===== src/rtl/lsu_bus_ctrl.sv =====
// lsu_bus_ctrl: single-outstanding load/store bus controller.
//   Accepts one memory op from the pipeline, checks alignment, drives one
//   word-aligned bus access with byte enables and lane-replicated write data,
//   extends the load result, and pulses done_o (with err_o on fault/timeout).
// Ports:
//   clk, reset (async, active low)
//   pipeline : valid_i, we_i, swhb_i, lunsigned_i, addr_i, wdata_i ->
//              ready_o, stall_o, done_o, err_o, rdata_o
//   bus      : bus_req_o, bus_we_o, bus_addr_o, bus_be_o, bus_wdata_o <-
//              bus_ack_i, bus_rdata_i
module lsu_bus_ctrl #(
  parameter int TIMEOUT = 16
) (
  input  logic        clk,
  input  logic        reset,
  input  logic        valid_i,
  input  logic        we_i,
  input  logic [1:0]  swhb_i,
  input  logic        lunsigned_i,
  input  logic [31:0] addr_i,
  input  logic [31:0] wdata_i,
  output logic        ready_o,
  output logic        stall_o,
  output logic        done_o,
  output logic        err_o,
  output logic [31:0] rdata_o,
  output logic        bus_req_o,
  output logic        bus_we_o,
  output logic [31:0] bus_addr_o,
  output logic [3:0]  bus_be_o,
  output logic [31:0] bus_wdata_o,
  input  logic        bus_ack_i,
  input  logic [31:0] bus_rdata_i
);

  localparam int CW = $clog2(TIMEOUT + 1);

  typedef enum logic [1:0] {S_IDLE, S_BUS, S_DONE} state_t;

  state_t        r_state, w_next;
  logic          r_we, r_uns, r_err;
  logic [1:0]    r_swhb;
  logic [31:0]   r_addr, r_wdata, r_rdata;
  logic [CW-1:0] r_cnt;

  logic          w_idle, w_bus, w_accept, w_fault, w_ack, w_tmo;
  logic [3:0]    w_be;
  logic [31:0]   w_bwdata, w_lane, w_ext;

  assign w_idle   = (r_state == S_IDLE);
  assign w_bus    = (r_state == S_BUS);
  assign w_accept = valid_i & w_idle;

  // Alignment check is on the live inputs so a fault never reaches the bus.
  assign w_fault  = (swhb_i == 2'b00) |
                    ((swhb_i == 2'b10) & addr_i[0]) |
                    ((swhb_i == 2'b01) & (addr_i[1:0] != 2'b00));

  assign w_ack    = w_bus & bus_ack_i;
  // Ack in the timeout cycle takes priority, hence ~bus_ack_i here.
  assign w_tmo    = w_bus & ~bus_ack_i & (r_cnt == CW'(TIMEOUT - 1));

  always_ff @(posedge clk or negedge reset) begin
    if (!reset) r_state <= S_IDLE;
    else        r_state <= w_next;
  end

  always_comb begin
    w_next = r_state;
    case (r_state)
      S_IDLE: if (valid_i) w_next = w_fault ? S_DONE : S_BUS;
      S_BUS:  if (bus_ack_i || w_tmo) w_next = S_DONE;
      S_DONE: w_next = S_IDLE;
      default: w_next = S_IDLE;
    endcase
  end

  always_ff @(posedge clk or negedge reset) begin
    if (!reset) begin
      r_we    <= 1'b0;
      r_uns   <= 1'b0;
      r_err   <= 1'b0;
      r_swhb  <= 2'b00;
      r_addr  <= '0;
      r_wdata <= '0;
      r_rdata <= '0;
      r_cnt   <= '0;
    end else begin
      if (w_accept) begin
        r_we    <= we_i;
        r_uns   <= lunsigned_i;
        r_swhb  <= swhb_i;
        r_addr  <= addr_i;
        r_wdata <= wdata_i;
        r_err   <= w_fault;
        r_cnt   <= '0;
      end else if (w_bus && !bus_ack_i) begin
        r_cnt   <= r_cnt + 1'b1;
      end
      if (w_tmo) r_err <= 1'b1;
      // Only a completed load updates rdata; stores and faults leave it.
      if (w_ack && !r_we) r_rdata <= w_ext;
    end
  end

  always_comb begin
    w_be     = 4'b0000;
    w_bwdata = r_wdata;
    case (r_swhb)
      2'b01: w_be = 4'b1111;
      2'b10: begin
        w_be     = r_addr[1] ? 4'b1100 : 4'b0011;
        w_bwdata = {2{r_wdata[15:0]}};
      end
      2'b11: begin
        w_be     = 4'b0001 << r_addr[1:0];
        w_bwdata = {4{r_wdata[7:0]}};
      end
      default: ;
    endcase
  end

  // Bring the addressed lane down to bits [15:0]/[7:0] before extending.
  assign w_lane = bus_rdata_i >> {r_addr[1:0], 3'b000};

  always_comb begin
    w_ext = bus_rdata_i;
    case (r_swhb)
      2'b10: w_ext = {{16{~r_uns & w_lane[15]}}, w_lane[15:0]};
      2'b11: w_ext = {{24{~r_uns & w_lane[7]}},  w_lane[7:0]};
      default: ;
    endcase
  end

  assign ready_o     = w_idle;
  // Gated by reset so every output except ready_o is 0 while in reset.
  assign stall_o     = reset & ((w_idle & valid_i) | w_bus);
  assign done_o      = (r_state == S_DONE);
  assign err_o       = done_o & r_err;
  assign rdata_o     = r_rdata;
  assign bus_req_o   = w_bus;
  assign bus_we_o    = w_bus & r_we;
  assign bus_addr_o  = w_bus ? {r_addr[31:2], 2'b00} : 32'h0;
  assign bus_be_o    = w_bus ? w_be : 4'b0000;
  assign bus_wdata_o = w_bus ? w_bwdata : 32'h0;

endmodule


===== config.mk =====
export PLATFORM = sky130hd
export DESIGN_NAME = lsu_bus_ctrl
export DESIGN_NICKNAME = d
export VERILOG_FILES = /design/src/rtl/lsu_bus_ctrl.sv
export SDC_FILE = /design/constraint.sdc
export NUM_CORES = 1
export LEC_CHECK = 0
export ABC_AREA = 1
export BUFFER_PORTS_ARGS = -buffer_cell sky130_fd_sc_hd__buf_2
export CAP_MARGIN = 0
export CORE_AREA = 2 2 119 167
export DETAILED_ROUTE_END_ITERATION = 8
export DIE_AREA = 0 0 121 169
export MAX_ROUTING_LAYER = met4
export PLACE_DENSITY_LB_ADDON = 0.08
export SLEW_MARGIN = 20
export SYNTH_ARGS = -nofsm -noshare
export SYNTH_HDL_FRONTEND = slang
export SYNTH_SLANG_ARGS = --single-unit

===== constraint.sdc =====
create_clock -name clk -period 1.3 [get_ports clk]
set_input_delay 0.195 -clock clk [delete_from_list [all_inputs] [get_ports clk]]
set_output_delay 0.195 -clock clk [all_outputs]
set_load 0.02 [all_outputs]

Word level (Yosys, flattened, before mapping)
Cells that the tools add are included.
Word-level totals
  output and inout bits: 106
  bits in registers: 108
  input bits: 104
Operators by class
  add/subtract/negate cells: 1
  reductions and logical operators: 11
  shift operators: 2
  bitwise operators: 16
  equal/unequal tests: 10
  muxes and demuxes: 15
Operator list (number)
  $pmux 32 s2: 2
  $mux 32: 2
  $shr 32x5->16: 1
  $pmux 4 s3: 1
  $and 1x1->1: 11
  $mux 5: 2
  $eq 2x2->1 const B: 4
  $mux 4: 2
  $eq 2x1->1 const B: 3
  $mux 2: 3
  $reduce_bool 2->1: 3
  $add 5x1->5 const B: 1
  $eq 5x4->1 const B: 1
  $logic_not 2->1: 2
  $pmux 2 s2: 1
  $shl 1x2->4 const A: 1
  $or 1x1->1: 3
  $logic_and 1x1->1: 2
  $logic_not 1->1: 2
  $mux 1: 2
  $ne 2x1->1 const B: 1
  $ne 2x2->1 const B: 1
  $not 1->1: 2
  $reduce_and 2->1: 1
  $logic_or 1x1->1: 1

Logic depth before layout (Yosys ltp)
  depth after elaboration: 7
  mapped depth: 11
  gate-level depth less buffers: 9

Worst setup path after synthesis
No wires, ideal clock.
  kind: register to output
  from: reg r_state[1]
  to: out bus_wdata_o[24]
  cell stages (with the launch flop): 5
  arrival: 1.478 ns
  setup slack: -0.373 ns
  path through: dfrtp_1 -> nor2_4 -> clkbuf_1 -> o21ai_0 -> nor2_1
Between the ends
  word-level cells in the longest chain between the ends: 2
RTL lines
  start: declaration: line 40  | state_t r_state, w_next;
  start signal: assignment: line 65  | else r_state <= w_next;
  $eq 2x1->1: line 51  | assign w_bus = (r_state == S_BUS);
  net bus_req_o: line 27  | output logic bus_req_o,
  $mux 32: line 145  | assign bus_wdata_o = w_bus ? w_bwdata : 32'h0;
  end: declaration: line 31  | output logic [31:0] bus_wdata_o,
The timed path passes the listed nets, and every way through them passes these cells.

Worst setup path after layout
  from: reg r_state[1]
  to: out stall_o
Between the ends
  word-level cells in the longest chain between the ends: 4
  elaborated cells on any way between the ends: 5
  those cells by class: eq/ne (1); bitwise (3); reduce/logical (1)
RTL lines
  $logic_not 2->1: line 50  | assign w_idle = (r_state == S_IDLE);
  $and 1x1->1: line 137  | assign stall_o = reset & ((w_idle & valid_i) | w_bus);
  $or 1x1->1 (*): line 137
  $and 1x1->1 (*): line 137
  end: declaration: line 23  | output logic stall_o,
Every way passes the cells marked *; elsewhere a longest branch is shown, timed or not.

==> impl_metrics.py <==
metrics = {
    "global_route": {
        "grt_max_degree": 50,
        "overflow": 0,
        "antenna_found_initial": 2,
        "grt_pass1_wl_um": 31000,
        "grt_usage_pct": 20.4,
        "grt_pass1_vias": 5945,
    },
    "layout": {
        "final_common_cell": "nand2_1",
        "fin_util_pct": 49.6,
        "final_cells": 1287,
        "areaGrowthSynthToFinish_pct": 69.2,
        "fin_nets": 1138,
        "stdcell_area_um2": 9430,
        "final_cell_mix": "178 x nand2_1, 135 x buf_2, 105 x dfrtp_1, 87 x buf_4, 69 x inv_1",
        "fill_cells": 1939,
        "drive_above_1_share_pct": 46.3,
    },
    "die": {
        "initial_core_util_pct": 29.3,
        "fp.coreArea_um2": 19000,
        "dieArea_um2": 20400,
        "chipHeight_um": 169,
        "io-pin-count": 210,
        "die_w_um": 121,
        "rows": 60,
    },
    "setup_path": {
        "slowest_stage": "dfrtp_2",
        "worstPathArrival_ps": 1640,
        "cp_num_buf_inv": 4,
        "path_delay_family": "buffers and inverters",
        "critPathCaptureType": "output port",
        "cp_cell_sequence": "buf_4 -> buf_6 -> buf_6 -> nor2_4 -> nand2_4 -> a21boi_4 -> buf_6",
        "start_kind": "flop",
        "required_ps": 1110,
        "cp_max_fo": 3,
        "path_common_cell": "buf_6",
        "critPathKind": "reg2out",
        "max_stage_delay_ps": 430,
    },
    "routing": {
        "num_vias": 5948,
        "routed_wl_um": 21400,
        "drtIter0Drc": 232,
        "drc_errors": 0,
        "avgViaCountPerCell": 4.62,
        "wl_per_cell_um": 16.7,
        "final_antenna_net_count": 0,
        "drt_pre_antenna_iters": 5,
    },
    "logic_synthesis": {
        "syn_inst": 753,
        "ys_seq_area_share_pct": 48.5,
        "yosysTopAreaCellShare_pct": 48.5,
        "ys_ff_latch": 108,
        "synthesis.area_um2": 5570,
        "yosysWarnings": 0,
        "synthTopCellsByArea": "dfrtp_1 48%, nand2_1 14%, nor2_1 7.3%",
        "synth_edf_count": 0,
        "synth_cell_types": 32,
        "synth_area_per_cell_um2": 7.40,
        "yosysTopAreaCell": "dfrtp_1",
        "synth-main-ff-cell": "dfrtp_1",
        "ys_async_sr_fraction_pct": 100,
    },
    "clocking": {
        "cts_buffers": 9,
        "clk_latency_ps": 360,
        "clockRootBuffer": "clkbuf_16",
        "htreeDepth": 3,
        "clock_sink_count": 108,
        "cts_tree": "yes",
        "clock_path_buffers": 2,
        "clk_pin_slew_ps": 80,
    },
    "timing": {
        "finClkSkew_ps": 8.03,
        "hold_ws_ps": 25.0,
        "rsz0062_at_grt": "yes",
        "max_freq_mhz": 546,
        "period_share_pct": 141,
        "finalSetupViolCount": 180,
        "finalCriticalPeriod_ps": 1830,
        "finalHoldViolations": 0,
        "fin_ws_ps": -532,
        "maxSlewViolCount": 0,
    },
    "placed_design": {
        "placedInstanceArea_um2": 7640,
        "dp.cells": 1229,
        "dp_hpwl_um": 15000,
        "gp_congestion": 0.910,
        "port_buffers": 207,
    },
    "run": {
        "maxCapViolations": 0,
    },
    "status": {
        "failed_checks": "setup timing",
        "outcome": "finished, violations left",
    },
    "power": {
        "leakage_nw": 4.66,
        "power_per_cell_area_nw_per_um2": 2510,
        "irDropWorstVdd_mv": 0.881,
    },
    "worst_hold_path": {
        "hold_class": "in2reg",
    },
}
report_power, final:
group	internal, mW	switching (mW)	total, mW	leakage, nW
Clock	1.34	1.40	2.73	0.136
Sequential	4.97	1.06	6.03	1.30
Combinational	6.62	8.31	14.9	3.22
path summary, 6_finish.rpt:
path	start	end	slack, ps	cells past startpoint
max	r_state[1]	stall_o	-530	7
min	wdata_i[16]	r_wdata[16]	20	3
max reg2reg	r_state[1]	r_addr[2]	-420	11
min reg2reg	r_wdata[16]	r_wdata[16]	490	2
max in group asynchronous	reset	r_wdata[31]	320	3
min in group asynchronous	reset	r_state[0]	580	3
area by class of cell:
type                            count  area, um2  share of cell area [%]
Antenna cell                        2       5.00                  0.0531
Clock buffer                        9        225                    2.39
Clock inverter                      7       60.1                   0.637
Inverter                           79        338                    3.58
Multi-Input combinational cell    528       3100                    32.9
Sequential cell                   108       2710                    28.7
Tap cell                          248        310                    3.29
Timing Repair Buffer              304       2650                    28.1
Timing Repair inverter              2       32.5                   0.345
per-layer routing:
| layer | vias to the layer above | track usage [%] | part of all wire, % |
|---|---|---|---|
| li1 | 2934 | - | - |
| met1 | 2795 | 23.5 | 39 |
| met2 | 190 | 35.0 | 53 |
| met3 | 29 | 3.20 | 5.1 |
| met4 | 0 | 8.85 | 2.5 |
| met5 | - | - | 0 |
registers in the layout, indices dropped and copies added (netlist names):
signal,count
r_swhb,2
r_wdata,32
r_we,1
r_cnt,5
r_uns,1
r_addr,32
rdata_o,32
r_err,1
r_state,2
worst min-delay path, stage by stage:
cell and delay (ps):
buf_2 70, nand2_1 40, nand2_1 40
Yosys cell counts, drive strengths merged (3+ instances only):
cell type,instances
o211ai,3
o21ai,54
nor2,115
buf,22
dfrtp,108
nand2,216
nand3,54
nor3,5
a21oi,36
o22ai,9
clkbuf,18
or2,17
inv,78
a211oi,8
through the flow:
step / TNS (ps) / setup slack, ps / power, mW
2_1_floorplan: -4710 / -103 / 13.1
3_3_place_gp: -7700 / -181 / 17.3
3_5_place_dp: -8840 / -171 / 17.3
4_1_cts: -51540 / -543 / 21.8
5_1_grt: -78230 / -592 / 25.4
6_report: -64930 / -532 / 23.7
kinds of logic (layout without fill, tap and decap cells):
family,Yosys count,after routing,synth area share (%)
compound gates,113,113,11.0
fa+ha+maj,2,2,0.449
buf+inv,119,401,9.07
flops,108,108,48.5
simple gates,410,411,31.0
other cells,1,4,0.0673
what timing repair did:
item | 4_1_cts | 5_1_grt
hold buffers | 1 | 0
hold endpoints to repair | 108 | 0
resized for setup | 147 | 156
setup buffers | 10 | 12
endpoints found under the setup margin | 173 | 180
pin swaps | 10 | 14
gates cloned | 2 | 18
No activity file was read; power rests on OpenSTA's default activity.
